<file path="config.mk">
export PLATFORM = sky130hd
export DESIGN_NAME = serial_adder
export DESIGN_NICKNAME = d
export VERILOG_FILES = /design/src/rtl/serial_adder.sv
export SDC_FILE = /design/constraint.sdc
export NUM_CORES = 1
export LEC_CHECK = 0
export CAP_MARGIN = 20
export CORE_AREA = 2 2 45 89
export DETAILED_ROUTE_END_ITERATION = 8
export DIE_AREA = 0 0 47 91
export PLACE_DENSITY = 0.8
export SLEW_MARGIN = 30
export SYNTH_ARGS = -nofsm -noshare
export SYNTH_HDL_FRONTEND = slang
export SYNTH_SLANG_ARGS = --single-unit
</file>
<file path="constraint.sdc">
create_clock -name clk -period 1.9 [get_ports clk]
set_input_delay 0.38 -clock clk [delete_from_list [all_inputs] [get_ports clk]]
set_output_delay 0.38 -clock clk [all_outputs]
set_load 0.005 [all_outputs]
</file>
<file path="src/rtl/serial_adder.sv">
// Bit-serial two's-complement adder: one full-adder cell plus a carry flip-flop, LSB first.
// Latency: a start accepted at edge E gives bits after edges E+1..E+WIDTH; the result registers update at E+WIDTH.
// Backpressure: none. start is sampled only in IDLE and ignored while an operation is in flight.
//
// Ports:
//   clk, rst_n      rising-edge clock, asynchronous active-low reset
//   start, a, b, cin   request and operands, captured together when start is accepted
//   busy, done      busy while bits are processed; done pulses for one cycle when the result updates
//   sum, cout, ovf  final result, unsigned carry-out and signed overflow (held between operations)
//   s_bit, s_valid  per-bit serial result stream, one qualified pulse per bit
module serial_adder #(
    parameter int WIDTH = 8
) (
    input  logic             clk,
    input  logic             rst_n,
    input  logic             start,
    input  logic [WIDTH-1:0] a,
    input  logic [WIDTH-1:0] b,
    input  logic             cin,
    output logic             busy,
    output logic             done,
    output logic [WIDTH-1:0] sum,
    output logic             cout,
    output logic             ovf,
    output logic             s_bit,
    output logic             s_valid
);

    localparam int CW = (WIDTH > 2) ? $clog2(WIDTH) : 1;
    localparam logic [CW-1:0] LAST_BIT = CW'(WIDTH - 1);

    typedef enum logic [1:0] {
        IDLE  = 2'd0,
        SHIFT = 2'd1,
        DONE  = 2'd2
    } state_t;

    state_t          state;
    state_t          state_nxt;

    logic [WIDTH-1:0] a_sh;
    logic [WIDTH-1:0] b_sh;
    logic [WIDTH-1:0] r_sh;
    logic             c;
    logic [CW-1:0]    cnt;

    logic             load;
    logic             step;
    logic             last;
    logic             fa_bit;
    logic             fa_c;

    // Single full-adder cell working on the current LSBs and the carry FF.
    assign fa_bit = a_sh[0] ^ b_sh[0] ^ c;
    assign fa_c   = (a_sh[0] & b_sh[0]) | (a_sh[0] & c) | (b_sh[0] & c);

    assign busy = (state == SHIFT);
    assign done = (state == DONE);

    always_ff @(posedge clk or negedge rst_n) begin
        if (!rst_n) begin
            state <= IDLE;
        end else begin
            state <= state_nxt;
        end
    end

    always_comb begin
        state_nxt = state;
        load      = 1'b0;
        step      = 1'b0;
        last      = 1'b0;
        case (state)
            IDLE: begin
                if (start) begin
                    load      = 1'b1;
                    state_nxt = SHIFT;
                end
            end
            SHIFT: begin
                step = 1'b1;
                if (cnt == LAST_BIT) begin
                    last      = 1'b1;
                    state_nxt = DONE;
                end
            end
            DONE: begin
                state_nxt = IDLE;
            end
            default: begin
                state_nxt = IDLE;
            end
        endcase
    end

    always_ff @(posedge clk or negedge rst_n) begin
        if (!rst_n) begin
            a_sh    <= '0;
            b_sh    <= '0;
            r_sh    <= '0;
            c       <= 1'b0;
            cnt     <= '0;
            sum     <= '0;
            cout    <= 1'b0;
            ovf     <= 1'b0;
            s_bit   <= 1'b0;
            s_valid <= 1'b0;
        end else begin
            s_valid <= step;
            if (load) begin
                a_sh <= a;
                b_sh <= b;
                c    <= cin;
                cnt  <= '0;
            end
            if (step) begin
                a_sh  <= a_sh >> 1;
                b_sh  <= b_sh >> 1;
                r_sh  <= {fa_bit, r_sh[WIDTH-1:1]};
                c     <= fa_c;
                s_bit <= fa_bit;
                if (last) begin
                    // On the MSB step c still holds the carry into the MSB.
                    sum  <= {fa_bit, r_sh[WIDTH-1:1]};
                    cout <= fa_c;
                    ovf  <= c ^ fa_c;
                end else begin
                    cnt <= cnt + 1'b1;
                end
            end
        end
    end

endmodule

</file>
## After elaboration in Yosys (flattened, before gate mapping)

Index checks and enable logic that the tools add are counted.

| word-level totals | value |
|---|---|
| bits in registers | 42 |
| input bits | 20 |
| output and inout bits | 14 |
| logic and storage cells | 46 |

| operators by class | value |
|---|---|
| add/sub/neg operators | 1 |
| equality and inequality tests | 5 |
| multiplexer cells | 17 |
| bitwise operators | 8 |
| reductions and logical operators | 4 |

Operator list:

| cell | number |
|---|---|
| $mux W8 | 4 |
| $mux W3 | 3 |
| $mux W1 | 7 |
| $mux W2 | 2 |
| $pmux W2 S2 | 1 |
| $reduce_and A2 Y1 | 2 |
| $add A3 B1 Y3 const B | 1 |
| $and A1 B1 Y1 | 3 |
| $eq A3 B3 Y1 const B | 1 |
| $xor A1 B1 Y1 | 3 |
| $eq A2 B1 Y1 const B | 1 |
| $eq A2 B2 Y1 const B | 1 |
| $logic_not A2 Y1 | 1 |
| $ne A2 B1 Y1 const B | 1 |
| $ne A2 B2 Y1 const B | 1 |
| $or A1 B1 Y1 | 2 |
| $reduce_bool A2 Y1 | 1 |

## Depth between registers and ports, before layout

Gate-level depths: netlist (run 1).

| depth | value |
|---|---|
| depth after elaboration | 5 |
| mapped depth | 6 |
| depth with buffers taken out | 5 |

## Worst setup path before layout (run 1)

OpenSTA, ideal clock, no wires.

| timing | value |
|---|---|
| path kind | flip-flop to flip-flop |
| start point | register cnt[0] |
| end point | register cout |
| setup time | 0.125 ns |
| data arrival time | 1.400 ns |
| required time | 1.775 ns |
| path slack | 0.375 ns |
| stages on the path, launching flop included | 6 |
| path buffers | 1 |
| clock period less this slack | 1.525 ns |
| cells stage by stage | dfrtp_1 ha_1 ha_1 nand3b_2 buf_6 mux2_2 |

| between the ends | value |
|---|---|
| longest elaborated chain between the ends | 4 |

RTL lines:

| element | line | source |
|---|---|---|
| start, declared | 45 | `logic [CW-1:0] cnt;` |
| start signal, assigned | 128 | `cnt <= cnt + 1'b1;` |
| $eq A3 B3 Y1 | 82 | `if (cnt == LAST_BIT) begin` |
| $mux W1 | 82 |  |
| $mux W1 | 73 | `case (state)` |
| $reduce_and A2 Y1 (no line) | -- |  |
| end signal, assigned | 104 | `cout <= 1'b0;` |
| end signal, assigned | 125 | `cout <= fa_c;` |
| end, declared | 23 | `output logic cout,` |

No other way between the ends.
A chain may end at the register's enable or synchronous reset.

## Worst setup path in the final report (run 1)

| timing | value |
|---|---|
| start point | register state[1] |
| end point | output port done |

| between the ends | value |
|---|---|
| longest elaborated chain between the ends | 1 |

RTL lines:

| element | line | source |
|---|---|---|
| start, declared | 38 | `state_t state;` |
| start signal, assigned | 64 | `state <= state_nxt;` |
| $eq A2 B2 Y1 | 58 | `assign done = (state == DONE);` |
| end, declared | 21 | `output logic done,` |

No other way between the ends.

==> results of run 1 <==
timing repair:
item	in CTS	in global routing
buffers inserted	0	1
gates resized for setup	1	2
endpoints found under the setup margin	1	2
worst paths after layout:
kind	startpoint	endpoint	slack (ps)	depth (start not counted)
worst max-delay path	state[1]$_DFFE_PN0P_	done	110	4
worst min-delay path	rst_n	cnt[0]$_DFF_PN0_	120	2
worst max register to register	cnt[0]$_DFF_PN0_	sum[5]$_DFFE_PN0P_	190	4
worst min register to register	sum[4]$_DFFE_PN0P_	sum[4]$_DFFE_PN0P_	500	1
max in group asynchronous	rst_n	state[0]$_DFFE_PN0P_	1410	2
min in group clk	sum[4]$_DFFE_PN0P_	sum[4]$_DFFE_PN0P_	500	1
kinds of logic (layout without fill, tap and decap cells):
kind of cell / Yosys count / in the layout / share of synthesized area
AO/OA/AOI/OAI: 60 / 60 / 0.198
flip-flops: 40 / 40 / 0.574
multiplexers: 16 / 16 / 0.112
buffers and inverters: 14 / 51 / 0.0495
AND/OR/NAND/NOR: 11 / 11 / 0.0359
adder cells (fa/ha/maj): 3 / 3 / 0.0258
XOR/XNOR: 1 / 1 / 0.00502
worst register-to-register path: stages (launching register included):
cell and delay, ps:
sky130_fd_sc_hd__dfrtp_1 410, sky130_fd_sc_hd__ha_1 220, sky130_fd_sc_hd__ha_1 280, sky130_fd_sc_hd__nand3b_2 300, sky130_fd_sc_hd__mux2_2 380
synth_stat cells, types with 3 or more instances:
cell / instances
sky130_fd_sc_hd__inv_1: 3
sky130_fd_sc_hd__mux2_2: 12
sky130_fd_sc_hd__dfrtp_1: 40
sky130_fd_sc_hd__nand2_1: 3
sky130_fd_sc_hd__a21oi_1: 16
sky130_fd_sc_hd__mux2_4: 4
sky130_fd_sc_hd__buf_2: 6
sky130_fd_sc_hd__o21ai_0: 11
sky130_fd_sc_hd__nor2_1: 3
sky130_fd_sc_hd__o22ai_1: 30
final cells by class:
class	count	area [sq um]	area share
tap	49	61.3	0.0278
clock buffer	8	90.1	0.0409
sequential	40	1000	0.455
inverter	4	15.0	0.00682
timing repair buffer	39	377	0.171
multi-input combinational	91	657	0.298
stage by stage:
stage | util | setup WS (ps) | cell area (sq um) | power [mW] | cells
finish | 0.617 | 107 | 2200 | 3.60 | 231
global placement | 0.588 | 299 | 2100 | 2.92 | 222
CTS | 0.613 | 40.0 | 2190 | 3.62 | 230
global route | 0.617 | 44.0 | 2200 | 3.86 | 231
detailed placement | 0.588 | 207 | 2100 | 3.05 | 222
floorplan | - | 375 | 1740 | 2.49 | 145
sequential cells by signal, indices dropped and copies added (netlist names):
register and count:
cnt 3, ovf 1, sum 8, s_bit 1, c 1, r_sh 6
state 2, b_sh 8, s_valid 1, cout 1, a_sh 8
per-layer routing:
metal  wire length [um]  track usage
met5                  0            0
met4                124        0.104
met3                173       0.0477
met2               1980        0.339
met1               1420        0.223
placed cells by master, fill, tap and decap left out, types with 2 or more instances in the layout:
cell / netlist / final
sky130_fd_sc_hd__a21oi_1: 16 / 16
sky130_fd_sc_hd__a22oi_1: 2 / 2
sky130_fd_sc_hd__buf_4: 0 / 5
sky130_fd_sc_hd__clkbuf_1: 1 / 2
sky130_fd_sc_hd__clkbuf_8: 0 / 6
sky130_fd_sc_hd__clkdlybuf4s50_1: 0 / 31
sky130_fd_sc_hd__dfrtp_1: 40 / 39
sky130_fd_sc_hd__ha_1: 2 / 2
sky130_fd_sc_hd__inv_1: 3 / 3
sky130_fd_sc_hd__mux2_2: 12 / 12
sky130_fd_sc_hd__mux2_4: 4 / 4
sky130_fd_sc_hd__nand2_1: 3 / 3
sky130_fd_sc_hd__nand2b_2: 2 / 2
sky130_fd_sc_hd__nor2_1: 3 / 3
sky130_fd_sc_hd__o21ai_0: 11 / 11
sky130_fd_sc_hd__o22ai_1: 30 / 30
power by group through the flow:
stage	Sequential, mW	Combinational (mW)	Clock (mW)
floorplan	1.51	0.975	0
global placement	1.55	1.38	0
detailed placement	1.58	1.47	0
CTS	1.57	1.47	0.587
global route	1.62	1.62	0.611
finish	1.56	1.47	0.573
==> results summary, run 1 <==
The flow ran to the end, and the final reports show no timing, DRC or antenna violations. The total power density per cell area is 1640 mW/mm^2. The number of unique standard cell types used by synthesis came out at 23. The share of synthesized area in the top cell type comes to 0.574. The placeable core region is 0.00357 sq mm. STA puts the critical path data required time at 1520 ps. The sequential fraction of the synthesis area is 0.574. The number of search-and-repair iterations in the first detailed-routing pass is 4. The die is 91 um tall. The total number of vias came out at 1329. The highest achievable clock rate is 558 MHz. For this run, the leading register cell type out of synthesis is sky130_fd_sc_hd__dfrtp_1. TritonCTS built the clock tree. The critical path is of the reg -> out type. The average wire per standard cell is 16.0 um. The shortest clock period the worst path allows after layout is 1790 ps.

Of the total power, the share spent switching nets is 0.332. Along the worst path, the maximum fanout reaches 6. Setup violations remaining at the end of the flow were counted as 0.

The nature of the critical path endpoint is an output port. The leakage power summed over all cells is 0.911 nW. Measured against its own limit, the worst slew margin works out to 0.662. The fraction of layout cells with a size suffix above 1 is 0.181.

The internal power is 2.41 mW. The initial standard-cell utilization of the core is 0.489. The number of nets handed over by synthesis was 168. The clock tree synthesis step divided the H-tree into 2 levels. The number of synthesized flops with an enable pin came out at 0. STA classifies the critical path startpoint as a flip-flop. The via count of the first global-routing pass came to 1379. The peak per-stage delay on the critical path is 500 ps. The share of total power dissipated in the clock network is 0.159. The post-synthesis instance total came out at 145. The max-cap check violation count is 0. The weighted congestion reported at the end of routability-driven placement came out at 0.690. On the critical path, the stage with the largest delay is an instance of sky130_fd_sc_hd__clkdlybuf4s50_1. The number of antenna violations at the first check in global routing came out at 0.

The total I/O pin count came out at 34. The final hold violation count was 0. The number of remaining DRC errors came out at 0. After detailed routing, the total wire length is 3.69 mm. The setup TNS is 0 ps. In the global route stage, overall resource usage came out at 0.203. Setup repair after global routing left no endpoint under its margin. The die boundary width is 47 um. The quantity of hold-fixing buffers added after cts is 0. The global-route congestion overflow total is 0. The latest clock arrival within the worst-skew pair is 300 ps. For the worst setup path, the data arrival time is 1410 ps. The worst hold slack across all endpoints came out at 125 ps. The maximum resistive drop on vdd is 0.843 mV. The floorplan row count is 31. The clock sink count is 40. The violation count after the first detailed-routing iteration is 15. The global-route wire length before repair came out at 6.22 mm. Broken down by cell family, the worst path's largest delay share belongs to buffers and inverters. The detailed-placement wirelength estimate came out at 2.60 mm. During synthesis, Yosys emitted a total of 0 warnings. The CTS buffer count came out at 5.

The relative contribution of sequential cells to total power is 0.434. The clock-pin transition on the worst setup and hold timing paths is 70 ps. In the post-synthesis netlist, the biggest area contributors are sky130_fd_sc_hd__dfrtp_1, sky130_fd_sc_hd__o22ai_1, sky130_fd_sc_hd__mux2_2, sky130_fd_sc_hd__a21oi_1, sky130_fd_sc_hd__mux2_4. The net count reported at finish came out at 204. The ratio of final minimum period to clock period came out at 0.943. The pin count of the biggest net entering global routing came out at 41. The final-report max-slew violation count was 0.

The maximum buffer depth of the clock tree came out at 2. Once detail routing completed, the nets flagged for antenna violations numbered 0. The flip-flop and latch count after synthesis came out at 40.

The number of I/O port buffers came out at 33. In this run the clock root is driven by a sky130_fd_sc_hd__clkbuf_8. Averaged over all synthesized cells, the footprint is 12.0 sq um. Across the routed clock network, the largest skew measured is 6.32 ps.

The count of buffering cells on the critical path with inverters included came out at 3. The area growth from synthesis to layout is 26.3%. In this run the worst hold path is classified as in -> async. The average vias per placed instance came out at 5.75.

The share of synthesized registers carrying an async set or reset is 1.00. The actual slew at the worst max-slew pin came out at 504 ps. The die footprint came out at 0.00428 sq mm.

The filler cells instantiated in the layout total 322. Of the total power, combinational logic draws 0.407. The switching power total is 1.20 mW. Of all cell types, the one taking the most synthesized area is sky130_fd_sc_hd__dfrtp_1. The repair_antennas step left the layout with diodes totalling 0. The signal on the critical path passes through buf_6 > inv_1 > nor2_1 > clkdlybuf4s50_1. The post-synthesis instance area is 0.00174 sq mm.
Power figures use the tool's default switching activity.
==> run 2: changes to the inputs <==
--- a/config.mk
+++ b/config.mk
@@ -9,6 +9,7 @@
 export CORE_AREA = 2 2 45 89
 export DETAILED_ROUTE_END_ITERATION = 8
 export DIE_AREA = 0 0 47 91
+export HOLD_SLACK_MARGIN = 0.05
 export PLACE_DENSITY = 0.8
 export SLEW_MARGIN = 30
 export SYNTH_ARGS = -nofsm -noshare
==> results of run 2 <==
Same layout as run 1: the final DEF is identical, and so are final timing and power.
==> RTL edit 1: new RTL, settings of run 1 <==
Put a register stage on the outputs `busy` and `done`. The values now appear one clock later. The other outputs are not delayed to match. Comments in the files are not updated.
--- a/src/rtl/serial_adder.sv
+++ b/src/rtl/serial_adder.sv
@@ -56,4 +56,6 @@
 
-    assign busy = (state == SHIFT);
-    assign done = (state == DONE);
+    always_ff @(posedge clk) begin
+        busy <= (state == SHIFT);
+        done <= (state == DONE);
+    end
 
Function: changed (Yosys sat finds a counterexample within 4 cycles, from zero or initial values and one cycle with rst_n low).
==> RTL edit 1 against run 1 <==
  * Critical path depth is 2 lower
  * Via count is 6.2% lower
  * Fmax is 7.5% higher
  * Worst setup slack better by 0.13 ns
  * Register-to-register slack better by 0.04 ns
  * Sequential cell count is 2 higher
  * Highest routed layer unchanged
  * Final area is 5.7% higher
  * Synthesized cell count is 6.2% lower
  * Wire length is 6.2% lower
  * Largest cell class unchanged
  * Die area stayed put
  * Synthesized area is 7.6% higher
  * Total power is 6.7% higher
==> RTL edit 1: results (changes against run 1) <==
final_layout:
  clk_share_pct: 4.086  # was 4.091%
  seq_cells: 42  # was 40
  layout.nonclk_buf_share_pct: 16.24  # was 17.10%
  postLayoutCellArea_um2: 2327  # was 2202 µm²
  inverters: 7  # was 4
  register_area_um2: 1041  # was 1002 µm²
  num-multi-input-gates: 75  # was 91
  drive_gt1_share_pct: 27.33  # was 18.13%
timing:
  period_share_pct: 87.75  # was 94.34%
  slew_headroom_pct: 61.81  # was 66.20%
  clock_skew_ns: 0.002935  # was 0.006321 ns
synth:
  synthDistinctLibCells: 30  # was 23
  synth_adder_area_share_pct: 2.400  # was 2.582%
  ys_seq_area_share_pct: 55.47  # was 57.39%
  synth-compound-area-share_pct: 12.13  # was 19.80%
  synth_area_leaders: "dfrtp_1 53%, mux2_2 9.6%, o221a_2 7.8%"  # was dfrtp_1 57%, o22ai_1 11%, mux2_2 7.7%
  synthTopCellsByCount: "40 x dfrtp_1, 16 x mux2_2, 13 x o221a_2, 13 x or4b_1"  # was 40 x dfrtp_1, 30 x o22ai_1, 16 x a21oi_1
worst_setup_path:
  cp-endpoint: "a_sh[1]"  # was done
  r2r.worst_path.cells: 2  # was 4
  crit_type: "register to register"  # was register to output port
  critPathMaxFanout: 21  # was 6
  r2r-start: "state[0]"  # was cnt[0]
placement:
  dp_hpwl_um: 2461  # was 2598 µm
  pre_cts_slack_ns: -0.01832  # was 0.2073 ns
  placed_cell_area_um2: 2232  # was 2097 µm²
pwr:
  p_leak_nw: 0.9788  # was 0.9112 nW
  peakVddDrop_mv: 1.308  # was 0.8432 mV
clock_network:
  cts_resized: 0  # was 1
run_status:
  run_status: "finished, final reports clean"  # unchanged
global_routing:
  grt_pass1_wl_um: 5858  # was 6216 µm
RTL edit 1: per-layer routing:
layer  up-vias  part of all wire, %  track usage [%]  wire length [µm]
met5         -                    0                0                 0
met4         0                  2.3            8.565                80
met3         8                  3.1            5.169               107
met2        33                   55            29.22              1897
met1       619                   40            22.09              1376
li1        587                    -                -                 -
RTL edit 1: power by group:
part	switching [mW]	internal (mW)	total, mW
Combinational	0.600	0.998	1.60
Clock	0.297	0.292	0.589
Sequential	0.326	1.33	1.65
RTL edit 1: worst min path at each step:
| stage | start | end | slack [ns] |
|---|---|---|---|
| finish | rst_n | cout | 0.14 |
| global route | rst_n | sum[6] | 0.18 |
| CTS | rst_n | cout | 0.15 |
| detailed placement | rst_n | sum[6] | 0.46 |
| global placement | rst_n | sum[6] | 0.45 |
| floorplan | rst_n | a_sh[0] | 0.08 |
RTL edit 1: critical path, delay by kind of cell (launching register included):
kind,cells,cell delay (ns)
compound gates,2,0.90
flops,1,0.70
==> RTL edit 2: new RTL, flow settings as in run 1 <==
Made on the original files. Set the parameter `WIDTH` to 4 (it was 8).
--- a/src/rtl/serial_adder.sv
+++ b/src/rtl/serial_adder.sv
@@ -11,3 +11,3 @@
 module serial_adder #(
-    parameter int WIDTH = 8
+    parameter int WIDTH = 4
 ) (
Ports: changed (resized a, b and sum); port bits go from 34 to 22. The function was not compared with the original's and may differ.
==> RTL edit 2 against run 1 <==
  * Register-to-register slack gained 0.31 ns
  * Clock power shrank 48%
  * Count of clock-buffer cells in the layout shrank 5
  * Synthesized area shrank 39%
  * Wire length shrank 43%
  * Total power shrank 39%
  * Final area shrank 37%
  * Worst setup slack gained 0.089 ns
  * Sequential share of layout area shrank 3.9 points
  * Sequential cell count shrank 17
==> RTL edit 2: results (changes against run 1) <==
synth:
  synthTopCellsByCount: "23 x dfrtp_1, 9 x mux2_2, 7 x nand2_1"  # was 40 x dfrtp_1, 30 x o22ai_1, 16 x a21oi_1
  synthDistinctLibCells: 24  # was 23
  synth-async-reset-ratio_pct: 100.0  # unchanged
  synth_area_leaders: "dfrtp_1 54%, mux2_2 9.5%, a221o_1 4.7%"  # was dfrtp_1 57%, o22ai_1 11%, mux2_2 7.7%
  ys_seq_area_share_pct: 53.93  # was 57.39%
pwr:
  peakVddDrop_mv: 0.5156  # was 0.8432 mV
  p_leak_nw: 0.6098  # was 0.9112 nW
placement:
  pre_cts_slack_ns: 0.2328  # was 0.2073 ns
  port_buffers: 21  # was 33
  gp_congestion: 0.7516  # was 0.6903
  dp_hpwl_um: 1636  # was 2598 µm
global_routing:
  grt_use_met2_pct: 19.63  # was 33.90%
  grt_use_total_pct: 11.60  # was 20.31%
  grt_pass1_wl_um: 3719  # was 6216 µm
  grt_use_met1_pct: 13.69  # was 22.31%
  grt_pass1_vias: 817  # was 1379
  met3_usage_pct: 1.193  # was 4.771%
detailed_routing:
  drt_iter0_markers: 18  # was 15
  viasPerCell: 4.623  # was 5.753
  met1_length_um: 805  # was 1417 µm
  routed-wl-met2_um: 1170  # was 1977 µm
  wl_met3_um: 88  # was 173 µm
  wl_per_cell_um: 13.26  # was 15.98 µm
timing:
  worstMarginPinSlew_ns: 0.3136  # was 0.5039 ns
  finalWorstSetupSlack_ns: 0.1967  # was 0.1075 ns
  fin_hold_ws_ns: 0.4733  # was 0.1249 ns
  clock_skew_ns: 0.007486  # was 0.006321 ns
final_layout:
  clk_share_pct: 3.348  # was 4.091%
  seq_share_pct: 41.63  # was 45.51%
  n_fill_cell: 364  # was 322
  seq_cells: 23  # was 40
  layout.nonclk_buf_share_pct: 17.38  # was 17.10%
  drive_gt1_share_pct: 19.09  # was 18.13%
  multi_input_area_um2: 447.9  # was 656.9 µm²
  buffers: 25  # was 39
  inverters: 3  # was 4
  num-multi-input-gates: 55  # was 91
  reg_top3: "a_sh (4), b_sh (4), sum (4)"  # was a_sh (8), b_sh (8), sum (8)
worst_setup_path:
  critPathMaxFanout: 3  # was 6
  startpoint: "state[0]"  # was state[1]
  cp-endpoint: "busy"  # was done
  r2r.worst_path.cells: 2  # was 4
  r2r-start: "c"  # was cnt[0]
  regToRegSetupSlack_ns: 0.50  # was 0.19 ns
  arrival_ns: 1.32  # was 1.41 ns
clock_network:
  cts_max_level: 1  # was 2
  clk_latency_ns: 0.27  # was 0.30 ns
  cts_resized: 0  # was 1
run_status:
  run_status: "finished, final reports clean"  # unchanged
-- RTL edit 2: kinds of logic (layout without fill, tap and decap cells) --
| group | count (synthesis) | in the layout | share of synthesized area, % |
|---|---|---|---|
| adder cells (fa/ha/maj) | 2 | 2 | 3.048 |
| XOR/XNOR | 1 | 1 | 0.8208 |
| AO/OA/AOI/OAI | 21 | 21 | 15.01 |
| multiplexers | 9 | 9 | 9.496 |
| AND/OR/NAND/NOR | 22 | 22 | 13.60 |
| flip-flops | 23 | 23 | 53.93 |
| buffers and inverters | 7 | 32 | 4.103 |
-- RTL edit 2: per-stage QoR --
step | std cells | instance area, µm² | utilization, %
finish | 159 | 1383 | 38.74
global route | 159 | 1383 | 38.74
detailed placement | 155 | 1336 | 37.45
floorplan | 85 | 1067 | -
global placement | 155 | 1336 | 37.45
CTS | 159 | 1383 | 38.74
-- RTL edit 2: where the power goes --
part / switching [mW] / internal, mW
clock: 0.150 / 0.146
sequential: 0.158 / 0.721
combinational: 0.398 / 0.615
total: 0.707 / 1.48
